**src/rtl/mod_arbiter_if.sv**
```systemverilog
// Client-side and modulus-unit-side signals of mod_arbiter, bundled for port hookup.
// slave: the arbiter's view; master: the clients and modulus unit combined.
interface mod_arbiter_if #(
  parameter int IW = 2,
  parameter int W  = 16
);
  localparam int NREQ = 2 ** IW;

  logic [NREQ-1:0]   req_valid;
  logic [NREQ*W-1:0] req_dd;
  logic [NREQ*W-1:0] req_dv;
  logic [NREQ-1:0]   req_ready;
  logic [NREQ-1:0]   resp_valid;
  logic [W-1:0]      resp_rm;
  logic [NREQ-1:0]   resp_ready;
  logic              div_start;
  logic [W-1:0]      div_dd;
  logic [W-1:0]      div_dv;
  logic              div_done;
  logic [W-1:0]      div_rm;
  logic              busy;
  logic [15:0]       op_count;

  modport slave (
    input  req_valid, req_dd, req_dv, resp_ready, div_done, div_rm,
    output req_ready, resp_valid, resp_rm, div_start, div_dd, div_dv, busy, op_count
  );

  modport master (
    output req_valid, req_dd, req_dv, resp_ready, div_done, div_rm,
    input  req_ready, resp_valid, resp_rm, div_start, div_dd, div_dv, busy, op_count
  );
endinterface

```
**src/rtl/mod_arbiter.sv**
```systemverilog
// Round-robin front end sharing one iterative W/W modulus unit among 2**IW requesters.
// Define MOD_ARBITER_DVZERO_EN to answer zero-divisor requests locally (remainder = dividend).
module mod_arbiter #(
  parameter int IW = 2,
  parameter int W  = 16
) (
  input  logic         clk,
  input  logic         reset,
  mod_arbiter_if.slave bus
);
  localparam int unsigned NREQ = 2 ** IW;

  typedef enum logic [1:0] {
    IDLE  = 2'd0,
    ISSUE = 2'd1,
    WAIT  = 2'd2,
    RESP  = 2'd3
  } state_t;

  state_t          state_q, state_d;
  logic [IW-1:0]   last_q, last_d;
  logic [IW-1:0]   gnt_q, gnt_d;
  logic [W-1:0]    dd_q, dd_d;
  logic [W-1:0]    dv_q, dv_d;
  logic [W-1:0]    rm_q, rm_d;
  logic [15:0]     cnt_q, cnt_d;
  logic            busy_q;

  logic            found;
  logic [IW-1:0]   pick;
  logic [IW-1:0]   idx;
  logic [W-1:0]    sel_dd;
  logic [W-1:0]    sel_dv;
  logic [NREQ-1:0] ready;
  logic [NREQ-1:0] rvalid;
  logic [W-1:0]    rm_out;
  logic            start;

  // Search upward from last_grant+1; IW-bit addition wraps modulo NREQ.
  always_comb begin
    found = 1'b0;
    pick  = '0;
    idx   = '0;
    for (int unsigned k = 1; k <= NREQ; k++) begin
      idx = last_q + IW'(k);
      if (!found && bus.req_valid[idx]) begin
        found = 1'b1;
        pick  = idx;
      end
    end
  end

  assign sel_dd = bus.req_dd[pick*W +: W];
  assign sel_dv = bus.req_dv[pick*W +: W];

  always_comb begin
    state_d = state_q;
    last_d  = last_q;
    gnt_d   = gnt_q;
    dd_d    = dd_q;
    dv_d    = dv_q;
    rm_d    = rm_q;
    cnt_d   = cnt_q;
    ready   = '0;
    rvalid  = '0;
    rm_out  = '0;
    start   = 1'b0;
    case (state_q)
      IDLE: begin
        // reset term keeps the combinational accept strobe low while reset is held
        if (found && reset) begin
          ready[pick] = 1'b1;
          gnt_d       = pick;
          dd_d        = sel_dd;
          dv_d        = sel_dv;
`ifdef MOD_ARBITER_DVZERO_EN
          if (sel_dv == '0) begin
            rm_d    = sel_dd;
            state_d = RESP;
          end else begin
            state_d = ISSUE;
          end
`else
          state_d = ISSUE;
`endif
        end
      end
      ISSUE: begin
        start   = 1'b1;
        state_d = WAIT;
      end
      WAIT: begin
        if (bus.div_done) begin
          rm_d    = bus.div_rm;
          state_d = RESP;
        end
      end
      RESP: begin
        rvalid[gnt_q] = 1'b1;
        rm_out        = rm_q;
        if (bus.resp_ready[gnt_q]) begin
          last_d  = gnt_q;
          cnt_d   = cnt_q + 16'd1;
          state_d = IDLE;
        end
      end
      default: state_d = IDLE;
    endcase
  end

  always_ff @(posedge clk or negedge reset) begin
    if (!reset) begin
      state_q <= IDLE;
      last_q  <= '1;
      gnt_q   <= '0;
      dd_q    <= '0;
      dv_q    <= '0;
      rm_q    <= '0;
      cnt_q   <= '0;
      busy_q  <= 1'b0;
    end else begin
      state_q <= state_d;
      last_q  <= last_d;
      gnt_q   <= gnt_d;
      dd_q    <= dd_d;
      dv_q    <= dv_d;
      rm_q    <= rm_d;
      cnt_q   <= cnt_d;
      busy_q  <= (state_d != IDLE);
    end
  end

  assign bus.req_ready  = ready;
  assign bus.resp_valid = rvalid;
  assign bus.resp_rm    = rm_out;
  assign bus.div_start  = start;
  assign bus.div_dd     = dd_q;
  assign bus.div_dv     = dv_q;
  assign bus.busy       = busy_q;
  assign bus.op_count   = cnt_q;
endmodule

```
**src/flat_wrapper.sv**
```systemverilog
// flat-port wrapper written by rule: the top's interface ports become plain ports
module mod_arbiter_flat 
#(
  parameter int IW = 2,
  parameter int W  = 16
)
  (clk, reset, bus_req_valid, bus_req_dd, bus_req_dv, bus_resp_ready, bus_div_done, bus_div_rm, bus_req_ready, bus_resp_valid, bus_resp_rm, bus_div_start, bus_div_dd, bus_div_dv, bus_busy, bus_op_count);
  mod_arbiter_if #(.IW(IW), .W(W)) bus_i ();
  input  logic clk;
  input  logic reset;
  input wire logic [$bits(bus_i.req_valid)-1:0] bus_req_valid;
  input wire logic [$bits(bus_i.req_dd)-1:0] bus_req_dd;
  input wire logic [$bits(bus_i.req_dv)-1:0] bus_req_dv;
  input wire logic [$bits(bus_i.resp_ready)-1:0] bus_resp_ready;
  input wire logic [$bits(bus_i.div_done)-1:0] bus_div_done;
  input wire logic [$bits(bus_i.div_rm)-1:0] bus_div_rm;
  output wire logic [$bits(bus_i.req_ready)-1:0] bus_req_ready;
  output wire logic [$bits(bus_i.resp_valid)-1:0] bus_resp_valid;
  output wire logic [$bits(bus_i.resp_rm)-1:0] bus_resp_rm;
  output wire logic [$bits(bus_i.div_start)-1:0] bus_div_start;
  output wire logic [$bits(bus_i.div_dd)-1:0] bus_div_dd;
  output wire logic [$bits(bus_i.div_dv)-1:0] bus_div_dv;
  output wire logic [$bits(bus_i.busy)-1:0] bus_busy;
  output wire logic [$bits(bus_i.op_count)-1:0] bus_op_count;
  assign bus_i.req_valid = bus_req_valid;
  assign bus_i.req_dd = bus_req_dd;
  assign bus_i.req_dv = bus_req_dv;
  assign bus_i.resp_ready = bus_resp_ready;
  assign bus_i.div_done = bus_div_done;
  assign bus_i.div_rm = bus_div_rm;
  assign bus_req_ready = bus_i.req_ready;
  assign bus_resp_valid = bus_i.resp_valid;
  assign bus_resp_rm = bus_i.resp_rm;
  assign bus_div_start = bus_i.div_start;
  assign bus_div_dd = bus_i.div_dd;
  assign bus_div_dv = bus_i.div_dv;
  assign bus_busy = bus_i.busy;
  assign bus_op_count = bus_i.op_count;
  mod_arbiter #(.IW(IW), .W(W)) u_core (.clk(clk), .reset(reset), .bus(bus_i));
endmodule
```
**config.mk**
```make
export PLATFORM = sky130hd
export DESIGN_NAME = mod_arbiter_flat
export DESIGN_NICKNAME = d
export VERILOG_FILES = /design/src/rtl/mod_arbiter_if.sv /design/src/rtl/mod_arbiter.sv /design/src/flat_wrapper.sv
export SDC_FILE = /design/constraint.sdc
export NUM_CORES = 1
export LEC_CHECK = 0
export ABC_AREA = 1
export BUFFER_PORTS_ARGS = -buffer_cell sky130_fd_sc_hd__buf_4
export CAP_MARGIN = 0
export CORE_AREA = 2 2 145 118
export DETAILED_ROUTE_END_ITERATION = 12
export DIE_AREA = 0 0 147 120
export SYNTH_ARGS = -nofsm -noshare
export SYNTH_HDL_FRONTEND = slang
export SYNTH_SLANG_ARGS = --single-unit
```
**constraint.sdc**
```tcl
create_clock -name clk -period 2.6 [get_ports clk]
set_input_delay 0.52 -clock clk [delete_from_list [all_inputs] [get_ports clk]]
set_output_delay 0.52 -clock clk [all_outputs]
set_load 0.1 [all_outputs]
```
# Word level (Yosys, flattened, before mapping)
# Cells that the tools add are included.
# totals
reg_bits	71
latchBits	0
ramBits	0
romBits	0
inputBits	155
wordCells	70
mem_count	0
# op_classes
n_addsub	4
mul	0
div	0
n_lt_le_gt_ge	8
n_eq_ne	3
n_shift	2
muxes	31
bitwise_logic	0
reduce_logical	14
# ops
cell	count
variable part select 64 x 7 -> 16 bit	2
< comparator 2 x 3 -> 1 bit, second input constant	6
adder 16 x 1 -> 16 bit, second input constant	1
two-way mux 16 bit	1
two-way mux 2 bit	7
two-way mux 1 bit	12
two-way mux 4 bit	3
binary-select mux 1 bit (select 2 bit)	5
one-hot mux 2 bit (4 select lines)	1
logical AND 1 bit	6
AND reduction 2 bit	3
adder 2 bit, second input constant	2
demux 1 bit (select 2 bit)	2
== test 2 bit, second input constant	2
>= comparator 2 x 1 -> 1 bit, second input constant	2
zero test 1 bit	3
adder 2 x 1 -> 2 bit, second input constant	1
== test 2 x 1 -> 1 bit, second input constant	1
zero test 2 bit	1
nonzero test 2 bit	1

# Longest topological paths before layout
# Gate-level depths: netlist (run 1).
# logic_depth
depth_word	19
ltp_mapped	17
ltp_nobuf	15

# Worst setup path after synthesis (run 1)
# No wires, ideal clock.
# synth_timing
path_kind	register to output
from	register u_core.last_q[0]
to	output port bus_req_ready[1]
arrival_time_ns	3.612
path_slack_ns	-1.532
path_stages_with_launch	14
n_path_buf	3
cell_sequence	dfstp_2 > buf_6 > nand2_1 > nand2_1 > nand2_1 > nand2_1 > nor2_4 > nand3_2 > nand2_1 > inv_2 > nand2_4 > buf_6 > buf_2 > nor3_1
# synth_via
elab_chain_cells	19
elab_cells_between_ends	33
classes_between	add/sub: 3; order compare: 2; mux: 20; reduce/logical: 8
# synth_rtl
item	line	text
start: declaration	mod_arbiter.sv:21	logic [IW-1:0] last_q, last_d;
start signal: assignment	mod_arbiter.sv:123	last_q <= last_d;
adder 2 x 1 -> 2 bit	mod_arbiter.sv:45	idx = last_q + IW'(k);
binary-select mux 1 bit (select 2 bit)	mod_arbiter.sv:46	if (!found && bus.req_valid[idx]) begin
two-way mux 1 bit (implied by the code)	mod_arbiter.sv:46	
two-way mux 1 bit	mod_arbiter.sv:46	
zero test 1 bit	mod_arbiter.sv:46	
logical AND 1 bit	mod_arbiter.sv:46	
two-way mux 1 bit	mod_arbiter.sv:46	
zero test 1 bit	mod_arbiter.sv:46	
[3 not listed]	--	
logical AND 1 bit	mod_arbiter.sv:46	
two-way mux 2 bit	mod_arbiter.sv:46	
< comparator 2 x 3 -> 1 bit (implied by the code) / >= comparator 2 x 1 -> 1 bit (equally long branches)	mod_arbiter.sv:72	ready[pick] = 1'b1;
logical AND 1 bit (implied by the code)	mod_arbiter.sv:72	
two-way mux 1 bit (implied by the code)	mod_arbiter.sv:72	
demux 1 bit (select 2 bit)	--	
two-way mux 4 bit (*)	mod_arbiter.sv:71	if (found && reset) begin
two-way mux 4 bit (*)	mod_arbiter.sv:68	case (state_q)
end: declaration	flat_wrapper.sv:17	output wire logic [$bits(bus_i.req_ready)-1:0] bus_req_ready;
# Every way passes the cells marked *; elsewhere a longest branch is shown, timed or not. The select of a mux whose other input is x is not followed.

# Final worst setup path (run 1)
# Same ends and word-level chain as after synthesis.

==> reports/metrics.csv, run 1 <==
stage;metric;value;unit
run_status;status;finished with violations;
run_status;failing checks;negative setup slack;
timing;TNS Setup;-528;ps
timing;relative slew slack;36.6;%
drt;TritonRoute pass-1 iters;4;
critical_path;worst r2r path cells;15;
critical_path;CP max FO;8;
critical_path;crit path kind;reg2out;
timing;final setup margin;-164;ps
clocking;CTS Hold Bufs;0;
timing;fin crit period;2760;ps
critical_path;FF-to-FF Start;u_core.last_q[0]$_DFFE_PN1P_;
job;total of max-cap violations;0;
synth;Mapped Avg Cell Area;6.83;sq um
critical_path;WP buf/inv;4;
worst_hold_path;HP Class;in2reg;
grt;Total GRT Usage;17.5;%
layout;filler cell count;1742;
drt;drt initial violations;181;
worst_hold_path;WHS Endpoint;u_core.rm_q[6]$_DFFE_PN0P_;
die;total core area;0.0163;sq mm
synth;post-synthesis cell count;700;
timing;final setup vio count;4;
worst_hold_path;hold wc startpoint;bus_div_rm[6];
timing;f_max;0.362;GHz
layout;sequential cell area;0.00178;sq mm
drt;Vias;5140;
critical_path;Max stage delay on crit path;620;ps
place;Post-Place Setup Slack;103;ps
grt;initial antenna violation count;0;
clocking;CTS max path bufs;2;
synth;Distinct cells, synth;33;
die;row count;42;
synth;register bit total from synthesis;71;
grt;GRT overflow;0;
drt;drt wl/cell;13.4;um
die;Die Wd;147;um
critical_path;WP data arrival;2240;ps
drt;vias per std cell;4.45;
synth;Syn. warnings;0;
timing;Hold Vio Cnt, Final;0;
drt;Remaining DRCs;0;
layout;Syn-to-layout area delta;52.2;%
timing;Clock Skew;3.62;ps
place;port bufs;228;
die;Initial Util;29.4;%
timing;Slew Limit Fails;0;
clocking;H-Tree Depth;3;
timing;Slew @ Worst Pin;951;ps
timing;RSZ-0062 raised after global routing;true;
synth;post-synthesis sequential area ratio;37.2;%
clocking;CTS tree;yes;
synth;Synth Net Count;856;
layout;Layout Nets;1087;
clocking;Root Buffer;clkbuf_16;
clocking;Num CTS Buffers;9;
timing;final period utilization;106;%
critical_path;CP Cell Sequence;inv_6 -> nand2_1 -> nand2_2 -> nand2_2 -> inv_1 -> a31oi_1 -> nand3_4 -> buf_4 -> nor3_4 -> buf_12;
grt;vias in the first global route;4912;
place;Placer Congestion;0.832;
critical_path;CP delay by family, top;flip-flops;
clocking;Worst-Skew Late Latency;330;ps
layout;diode count;0;
critical_path;Startpoint Class;register;
worst_hold_path;WHS Path Cells;3;
critical_path;critical path's most frequent cell;nand2_2;
critical_path;reg2reg setup slack;130;ps
die;height of the die;120;um
die;die area;0.0176;sq mm
layout;layout cells sized above 1;34.6;%
place;HPWL after DPL;11200;um
layout;area occupied by multi-input gates;0.00235;sq mm
drt;post-route ant nets;0;
critical_path;Setup crit end kind;output port;
grt;largest net degree at the start of global routing;97;
clocking;Reg clk slew, reported paths;60;ps
drt;WL final;15500;um
synth;mapped cell area;0.00478;sq mm
critical_path;Critical Path RT;2080;ps
critical_path;slowest CP cell;dfstp_2;
critical_path;Reg-to-Reg End;u_core.bus.div_dd[6]$_DFFE_PN0P_;
grt;first-pass GRT wire length;24600;um
clocking;clock sinks;71;
die;Ports;229;
-- per-layer routing --
metal	vias to the layer above	part of all wire [%]	GRT usage, %
li1	2606	-	-
met1	2300	42	21.3
met2	218	46	29.8
met3	16	10	6.96
met4	0	1.1	3.19
met5	-	0	0
-- area by class of cell --
type                            instances  area share [%]
Inverter                              139            7.41
Multi-Input combinational cell        456            32.3
Tap cell                              220            3.78
Clock buffer                           12            3.66
Clock inverter                          4           0.722
Sequential cell                        71            24.4
Timing Repair Buffer                  254            27.6
-- cells in the mapped netlist (all sizes together) --
library cell / number / share of area, %
clkbuf: 6 / 0.47
ha: 1 / 0.26
nand2: 206 / 17
dfstp: 2 / 1.1
dfrtp: 69 / 36
xnor2: 4 / 0.73
buf: 28 / 4.2
o21ai: 4 / 0.42
inv: 139 / 11
nand4: 2 / 0.26
nor2: 49 / 4.6
nand3: 112 / 12
nor3b: 2 / 0.31
or2: 17 / 2.2
nor3: 10 / 1.0
a21oi: 17 / 1.8
xor2: 11 / 2.0
o21a: 1 / 0.16
a31oi: 1 / 0.13
and3: 1 / 0.13
o211ai: 17 / 4.3
nor4: 1 / 0.13
-- worst reg2reg max path, delay by kind of cell, from the launching register on --
kind,cells,cell delay (ps)
and+or+nand+nor,11,1140
DFF,1,620
buffers and inverters,4,590
-- state kept, by name, indices dropped and copies added, names as in the netlist --
name / flops
u_core.bus.div_dd: 16
u_core.bus.div_dv: 16
u_core.bus.op_count: 16
u_core.rm_q: 16
u_core.gnt_q: 2
u_core.last_q: 2
u_core.state_q: 2
u_core.bus.busy: 1
-- kinds of logic (layout without fill, tap and decap cells) --
logic type               after synthesis  in the layout  share of synthesized area, %
flip-flops                            71             71                          37.2
AND/OR/NAND/NOR                      400            400                          37.3
XOR/XNOR                              15             15                          2.75
buffers and inverters                173            409                          15.7
adder cells (fa/ha/maj)                1              1                         0.262
AO/OA/AOI/OAI                         40             40                          6.83
-- placed cells by master (no fill, tap or decap), types with 3 or more instances in the layout --
| master | Yosys | final |
|---|---|---|
| buf_4 | 4 | 246 |
| nand2_1 | 198 | 190 |
| inv_1 | 133 | 132 |
| nand3_1 | 110 | 107 |
| dfrtp_1 | 69 | 69 |
| nor2_1 | 45 | 43 |
| or2_1 | 17 | 17 |
| a21oi_1 | 17 | 17 |
| o211ai_2 | 16 | 16 |
| nand2_2 | 7 | 11 |
| xor2_1 | 11 | 11 |
| clkbuf_16 | 0 | 10 |
| nor3_1 | 10 | 8 |
| nand2_4 | 1 | 5 |
| buf_12 | 0 | 5 |
| nand3_2 | 2 | 4 |
| nor2_4 | 2 | 4 |
| xnor2_1 | 4 | 4 |
| o21ai_0 | 4 | 4 |
| inv_2 | 5 | 3 |
| clkbuf_8 | 0 | 3 |
-- worst max path at each step --
stage | cells past startpoint | startpoint | slack, ps | end
6_report | 10 | u_core.last_q[0]$_DFFE_PN1P_ | -160 | bus_req_ready[1]
5_1_grt | 10 | u_core.last_q[0]$_DFFE_PN1P_ | -250 | bus_req_ready[1]
4_1_cts | 10 | u_core.last_q[0]$_DFFE_PN1P_ | -120 | bus_req_ready[3]
3_5_place_dp | 11 | u_core.last_q[0]$_DFFE_PN1P_ | 100 | bus_req_ready[3]
3_3_place_gp | 11 | u_core.last_q[0]$_DFFE_PN1P_ | 150 | bus_req_ready[3]
2_1_floorplan | 3 | u_core.state_q[1]$_DFF_PN0_ | -610 | bus_resp_valid[0]
-- through the flow --
step | hold WS, ps | std cells | area (sq um) | util (%)
after floorplan | 224 | 700 | 4850 | -
after global placement | 466 | 1129 | 6740 | 41.4
after detailed placement | 468 | 1129 | 6740 | 41.4
after CTS | 416 | 1153 | 7200 | 44.2
after global routing | 425 | 1156 | 7280 | 44.7
final | 433 | 1156 | 7280 | 44.7
-- timing repair --
| action | 4_1_cts | 5_1_grt |
|---|---|---|
| cloned | 0 | 1 |
| setup endpoints to repair | 4 | 5 |
| buffers inserted | 8 | 3 |
| pin swaps | 8 | 5 |
| gates resized for setup | 24 | 6 |
Power of run 1 is left out: the tool's default activity adds up to more than one toggle a clock period on the data nets, which glitch-free logic cannot reach.
==> run 2, diff against run 1 <==
--- a/config.mk
+++ b/config.mk
@@ -5,12 +5,11 @@
 export SDC_FILE = /design/constraint.sdc
 export NUM_CORES = 1
 export LEC_CHECK = 0
-export ABC_AREA = 1
 export BUFFER_PORTS_ARGS = -buffer_cell sky130_fd_sc_hd__buf_4
 export CAP_MARGIN = 0
-export CORE_AREA = 2 2 145 118
+export CORE_AREA = 2 2 133 109
 export DETAILED_ROUTE_END_ITERATION = 12
-export DIE_AREA = 0 0 147 120
+export DIE_AREA = 0 0 135 111
 export SYNTH_ARGS = -nofsm -noshare
 export SYNTH_HDL_FRONTEND = slang
 export SYNTH_SLANG_ARGS = --single-unit
==> reports/metrics.csv, run 2 <==
stage;metric;value;unit
run_status;status;complete, no violations;
timing;fin crit period;2460;ps
synth;area share of the largest cell type after synthesis;42.9;%
timing;final setup vio count;0;
critical_path;Setup crit end kind;output port;
timing;Clock Skew;5.35;ps
layout;most common cell after layout, fill and taps aside;buf_4;
clocking;Root Buffer;clkbuf_16;
power;PD cells;1440;mW/mm^2
grt;largest net degree at the start of global routing;47;
synth;xor/xnor share of the synthesized area;3.26;%
clocking;CTS resizes;0;
clocking;clock sinks;71;
synth;mapped cell area;0.00402;sq mm
layout;Layout Nets;724;
drt;WL final;11900;um
critical_path;Critical Path RT;2080;ps
clocking;CTS tree;yes;
job;total of max-cap violations;0;
synth;Compound-Gate Fraction of Synth Area;13.4;%
synth;asr flop ratio synth;100;%
grt;Total GRT Usage;15.8;%
power;Leakage Power;3.11;nW
synth;Distinct cells, synth;42;
timing;relative slew slack;60.3;%
place;Post-Place Setup Slack;135;ps
clocking;Post CTS Setup Buffer Count;0;
synth;cell with the most instances after synthesis;dfrtp_1;
synth;Post-Synth Adder-Cell Area;0.311;%
place;HPWL after DPL;9000;um
layout;layout cells sized above 1;55.1;%
timing;Hold Vio Cnt, Final;0;
timing;f_max;0.406;GHz
drt;post-route ant nets;0;
synth;multiplexer area fraction after synthesis;21.2;%
clocking;CTS Hold Bufs;0;
timing;Hold WS;251;ps
clocking;Worst-Skew Late Latency;340;ps
synth;Mapped Avg Cell Area;11.8;sq um
place;port bufs;228;
synth;post-synthesis sequential area ratio;44.2;%
die;Initial Util;29.0;%
power;VDD IR-drop max;0.721;mV
die;height of the die;111;um
drt;vias per std cell;4.71;
drt;Vias;3566;
synth;Synth Net Count;497;
synth;dominant cells by area after synthesis;dfrtp_1 (43%), mux2i_1 (16%), a221oi_2 (11%);
synth;Synth area leader;dfrtp_1;
critical_path;Startpoint Class;register;
critical_path;WP data arrival;1940;ps
clocking;H-Tree Depth;3;
critical_path;crit path kind;reg2out;
synth;post-synthesis cell count;341;
worst_hold_path;HP Class;in2async;
layout;Syn-to-layout area delta;55.6;%
drt;TritonRoute pass-1 iters;4;
layout;most frequent cells in the layout;buf_4 (239), dfrtp_1 (69), mux2i_1 (65), nor2_1 (40), a221oi_2 (29);
die;Ports;229;
timing;Slew Limit Fails;0;
synth;Synth Area in Simple Gates;12.9;%
synth;largest family of logic cells by synthesized area;multiplexers;
timing;Slew @ Worst Pin;595;ps
grt;initial antenna violation count;0;
synth;Syn. warnings;0;
place;Placer Congestion;0.777;
die;die area;0.0150;sq mm
die;Die Wd;135;um
critical_path;CP max FO;4;
timing;RSZ-0062 raised after global routing;false;
synth;synth cell count leaders;dfrtp_1 (69), mux2i_1 (65), nor2_1 (40);
drt;Remaining DRCs;0;
grt;vias in the first global route;3720;
clocking;Reg clk slew, reported paths;60;ps
drt;drt initial violations;84;
die;total core area;0.0139;sq mm
grt;GRT overflow;0;
synth;Main synth FF type;dfrtp_1;
synth;Post-synth EDFFs;0;
drt;drt wl/cell;15.7;um
grt;first-pass GRT wire length;18600;um
die;row count;39;
clocking;Num CTS Buffers;9;
clocking;CTS max path bufs;2;
layout;diode count;0;
layout;Final Util;45.2;%
timing;final period utilization;94.7;%
timing;final setup margin;139;ps
synth;register bit total from synthesis;71;
critical_path;worst r2r path cells;6;
[run 2: cell count changes after synthesis, sizes merged, moves of 9 or more]
| cell | previous run | this run |
|---|---|---|
| buf | 28 | 14 |
| inv | 139 | 1 |
| mux2 | 0 | 16 |
| and3 | 1 | 19 |
| xor2 | 11 | 2 |
| o211ai | 17 | 1 |
| nand2 | 206 | 18 |
| a221oi | 0 | 32 |
| or2 | 17 | 2 |
| xnor2 | 4 | 13 |
| a21oi | 17 | 3 |
| nand3 | 112 | 7 |
| mux2i | 0 | 65 |
[run 2: power breakdown]
group	switching, W	internal (W)	total, W
logic	0.00422	0.00155	0.00578
registers	0.000316	0.00158	0.00190
clock network	0.000461	0.000895	0.00136
[run 2: logic make-up (layout without fill, tap and decap cells)]
group / after synthesis / count (layout)
simple gates: 105 / 105
mux: 82 / 82
flops: 71 / 71
compound gates: 42 / 42
buf+inv: 25 / 257
xor+xnor: 15 / 15
fa+ha+maj: 1 / 1
[run 2: per-layer routing]
| metal | vias up | routed length [um] | GRT usage, % |
|---|---|---|---|
| li1 | 1719 | - | - |
| met5 | - | 0 | 0 |
| met3 | 12 | 1080 | 4.66 |
| met4 | 0 | 164 | 5.56 |
| met1 | 1684 | 5180 | 20.4 |
| met2 | 151 | 5500 | 25.3 |
[run 2: worst max-delay path, stage by stage, from the launching register on]
cell	delay (ps)
dfstp_2	560
nand2b_1	130
nor2_1	50
a211oi_2	230
buf_4	170
and3_2	180
buf_4	280
[run 2: through the flow]
step           setup TNS [ps]  instances  total power [W]  instance area, sq um
6_report                    0        757          0.00903                  6260
5_1_grt                     0        757          0.00944                  6260
4_1_cts                     0        757          0.00913                  6260
3_5_place_dp                0        741          0.00773                  5930
3_3_place_gp                0        741          0.00766                  5930
2_1_floorplan            -435        341          0.00643                  4050
[run 2: area by class of cell]
type,instances,area (sq um)
tap,184,230
timing repair buffer,240,1810
clock inverter,4,77.6
sequential,71,1780
fill,1348,7600
inverter,1,3.75
clock buffer,12,256
multi-input combinational,245,2100
[run 2: worst paths after layout]
| kind | start | to | slack (ps) |
|---|---|---|---|
| setup / recovery | u_core.last_q[0]$_DFFE_PN1P_ | bus_req_ready[2] | 140 |
| hold / removal | reset | u_core.rm_q[12]$_DFFE_PN0P_ | 250 |
| setup reg to reg | u_core.last_q[1]$_DFFE_PN1P_ | u_core.bus.div_dd[1]$_DFFE_PN0P_ | 590 |
| hold reg to reg | u_core.bus.op_count[15]$_DFFE_PN0P_ | u_core.bus.op_count[15]$_DFFE_PN0P_ | 480 |
| max in group asynchronous | reset | u_core.last_q[1]$_DFFE_PN1P_ | 1950 |
| min in group clk | bus_div_rm[8] | u_core.rm_q[8]$_DFFE_PN0P_ | 410 |
(Power assumes the default switching activity.)
==> run 3, diff against run 2 <==
--- a/config.mk
+++ b/config.mk
@@ -5,11 +5,12 @@
 export SDC_FILE = /design/constraint.sdc
 export NUM_CORES = 1
 export LEC_CHECK = 0
+export ABC_AREA = 1
 export BUFFER_PORTS_ARGS = -buffer_cell sky130_fd_sc_hd__buf_4
 export CAP_MARGIN = 0
-export CORE_AREA = 2 2 133 109
+export CORE_AREA = 2 2 145 118
 export DETAILED_ROUTE_END_ITERATION = 12
-export DIE_AREA = 0 0 135 111
+export DIE_AREA = 0 0 147 120
 export SYNTH_ARGS = -nofsm -noshare
 export SYNTH_HDL_FRONTEND = slang
 export SYNTH_SLANG_ARGS = --single-unit
==> constraint.sdc (replaced) <==
create_clock -name clk -period 2.85 [get_ports clk]
set_input_delay 0.57 -clock clk [delete_from_list [all_inputs] [get_ports clk]]
set_output_delay 0.57 -clock clk [all_outputs]
set_load 0.1 [all_outputs]
==> reports/metrics.csv, run 3 (synthesis results as in run 1) <==
stage;metric;value;unit
run_status;status;finished with violations;
run_status;failing checks;negative setup slack;
layout;filler cell count;1734;
die;row count;42;
place;Placer Congestion;0.794;
layout;diode count;0;
timing;Hold WS;478;ps
critical_path;CP Cell Sequence;clkinv_4 -> nand2_4 -> nand2_4 -> nand2_4 -> inv_1 -> a31oi_1 -> nand3_4 -> buf_4 -> nor2_4 -> buf_12;
timing;final period utilization;100;%
die;Initial Util;29.4;%
clocking;Root Buffer;clkbuf_16;
critical_path;WP data arrival;2280;ps
grt;first-pass GRT wire length;24200;um
drt;vias per std cell;4.37;
layout;Layout Nets;1081;
critical_path;Setup crit end kind;output port;
timing;TNS Setup;-2.27;ps
critical_path;critical path's most frequent cell;nand2_4;
critical_path;crit path kind;reg2out;
timing;Slew @ Worst Pin;929;ps
grt;largest net degree at the start of global routing;97;
layout;layout cells sized above 1;34.7;%
clocking;Reg clk slew, reported paths;60;ps
clocking;CTS tree;yes;
grt;initial antenna violation count;0;
job;total of max-cap violations;0;
die;Die Wd;147;um
drt;drt wl/cell;13.1;um
critical_path;Startpoint Class;register;
die;total core area;0.0163;sq mm
grt;Total GRT Usage;17.2;%
clocking;Worst-Skew Late Latency;340;ps
critical_path;slowest CP cell;dfstp_2;
layout;most frequent cells in the layout;buf_4 (241), nand2_1 (184), inv_1 (132), nand3_1 (108), dfrtp_1 (69);
worst_hold_path;WHS Path Cells;3;
timing;relative slew slack;38.1;%
die;Ports;229;
critical_path;worst r2r path cells;13;
critical_path;CP max FO;8;
die;height of the die;120;um
worst_hold_path;HP Class;in2reg;
drt;WL final;15100;um
timing;Slew Limit Fails;0;
timing;f_max;0.351;GHz
drt;drt initial violations;156;
clocking;Num CTS Buffers;9;
timing;Hold Vio Cnt, Final;0;
clocking;clock sinks;71;
timing;final setup vio count;1;
timing;fin crit period;2850;ps
place;port bufs;228;
drt;post-route ant nets;0;
grt;vias in the first global route;4866;
place;Cell Area, Placed;0.00670;sq mm
timing;RSZ-0062 raised after global routing;true;
layout;Finished Cell Area;0.00722;sq mm
critical_path;Critical Path RT;2280;ps
die;die area;0.0176;sq mm
clocking;H-Tree Depth;3;
critical_path;Max stage delay on crit path;610;ps
clocking;CTS max path bufs;2;
drt;TritonRoute pass-1 iters;4;
grt;GRT overflow;0;
place;HPWL after DPL;11100;um
layout;most common cell after layout, fill and taps aside;buf_4;
layout;Syn-to-layout area delta;51.0;%
timing;Clock Skew;6.21;ps
drt;Vias;5018;
timing;final setup margin;-2.27;ps
drt;Remaining DRCs;0;
run 3: cell count changes in the layout (fill, tap and decap cells not counted), moves of 14 or more:
cell      previous run  this run
mux2_2              16         0
or2_1                1        17
a221oi_2            29         0
nand2_4              0        14
nand3_1              7       108
a21oi_1              3        17
o211ai_2             0        16
inv_1                1       132
nand2_1             18       184
and3_1              18         1
mux2i_1             65         0
run 3: layout make-up:
class | count | area, sq um | area share [%]
Clock buffer | 9 | 225 | 3.12
Clock inverter | 6 | 62.6 | 0.867
Inverter | 139 | 537 | 7.44
Tap cell | 220 | 275 | 3.81
Sequential cell | 71 | 1780 | 24.6
Timing Repair Buffer | 248 | 1930 | 26.8
Multi-Input combinational cell | 456 | 2410 | 33.4
run 3: final timing paths:
path                                                        from                                end  slack [ps]
max in group asynchronous                                  reset  u_core.bus.div_dv[14]$_DFFE_PN0P_        1760
min in group asynchronous                                  reset        u_core.state_q[1]$_DFF_PN0_         490
worst max-delay path                u_core.last_q[0]$_DFFE_PN1P_                   bus_req_ready[0]          -2
worst min-delay path                               bus_div_rm[6]         u_core.rm_q[6]$_DFFE_PN0P_         480
worst min register to register  u_core.bus.div_dd[1]$_DFFE_PN0P_   u_core.bus.div_dd[1]$_DFFE_PN0P_         480
worst max register to register      u_core.last_q[0]$_DFFE_PN1P_  u_core.bus.div_dv[13]$_DFFE_PN0P_         340
run 3: per-stage QoR:
| step | instances | setup WS [ps] | utilization, % |
|---|---|---|---|
| after floorplan | 700 | -414 | - |
| after global placement | 1127 | 194 | 41.1 |
| after detailed placement | 1127 | 148 | 41.1 |
| after CTS | 1144 | -0.445 | 43.3 |
| after global routing | 1149 | -136 | 44.3 |
| final | 1149 | -2.27 | 44.3 |
run 3: worst max-delay path: cells and delay by family (launching register included):
family	cells	cell delay, ps
buffers and inverters	4	560
DFF	1	610
AOI/OAI and AO/OA	1	250
and+or+nand+nor	5	520
run 3: per-layer routing:
metal | wire [um] | track usage [%] | vias to the layer above
met1 | 6570 | 21.1 | 2226
li1 | - | - | 2584
met5 | 0 | 0 | -
met2 | 6910 | 28.8 | 190
met3 | 1420 | 6.27 | 18
met4 | 183 | 4.15 | 0
run 3: what timing repair did:
item	in CTS	in global routing
gates cloned	0	0
endpoints found under the setup margin	4	4
pin swaps	2	11
buffers inserted	2	5
hold buffers	0	0
gates resized for setup	16	34
Power of run 3 is left out for the same reason.
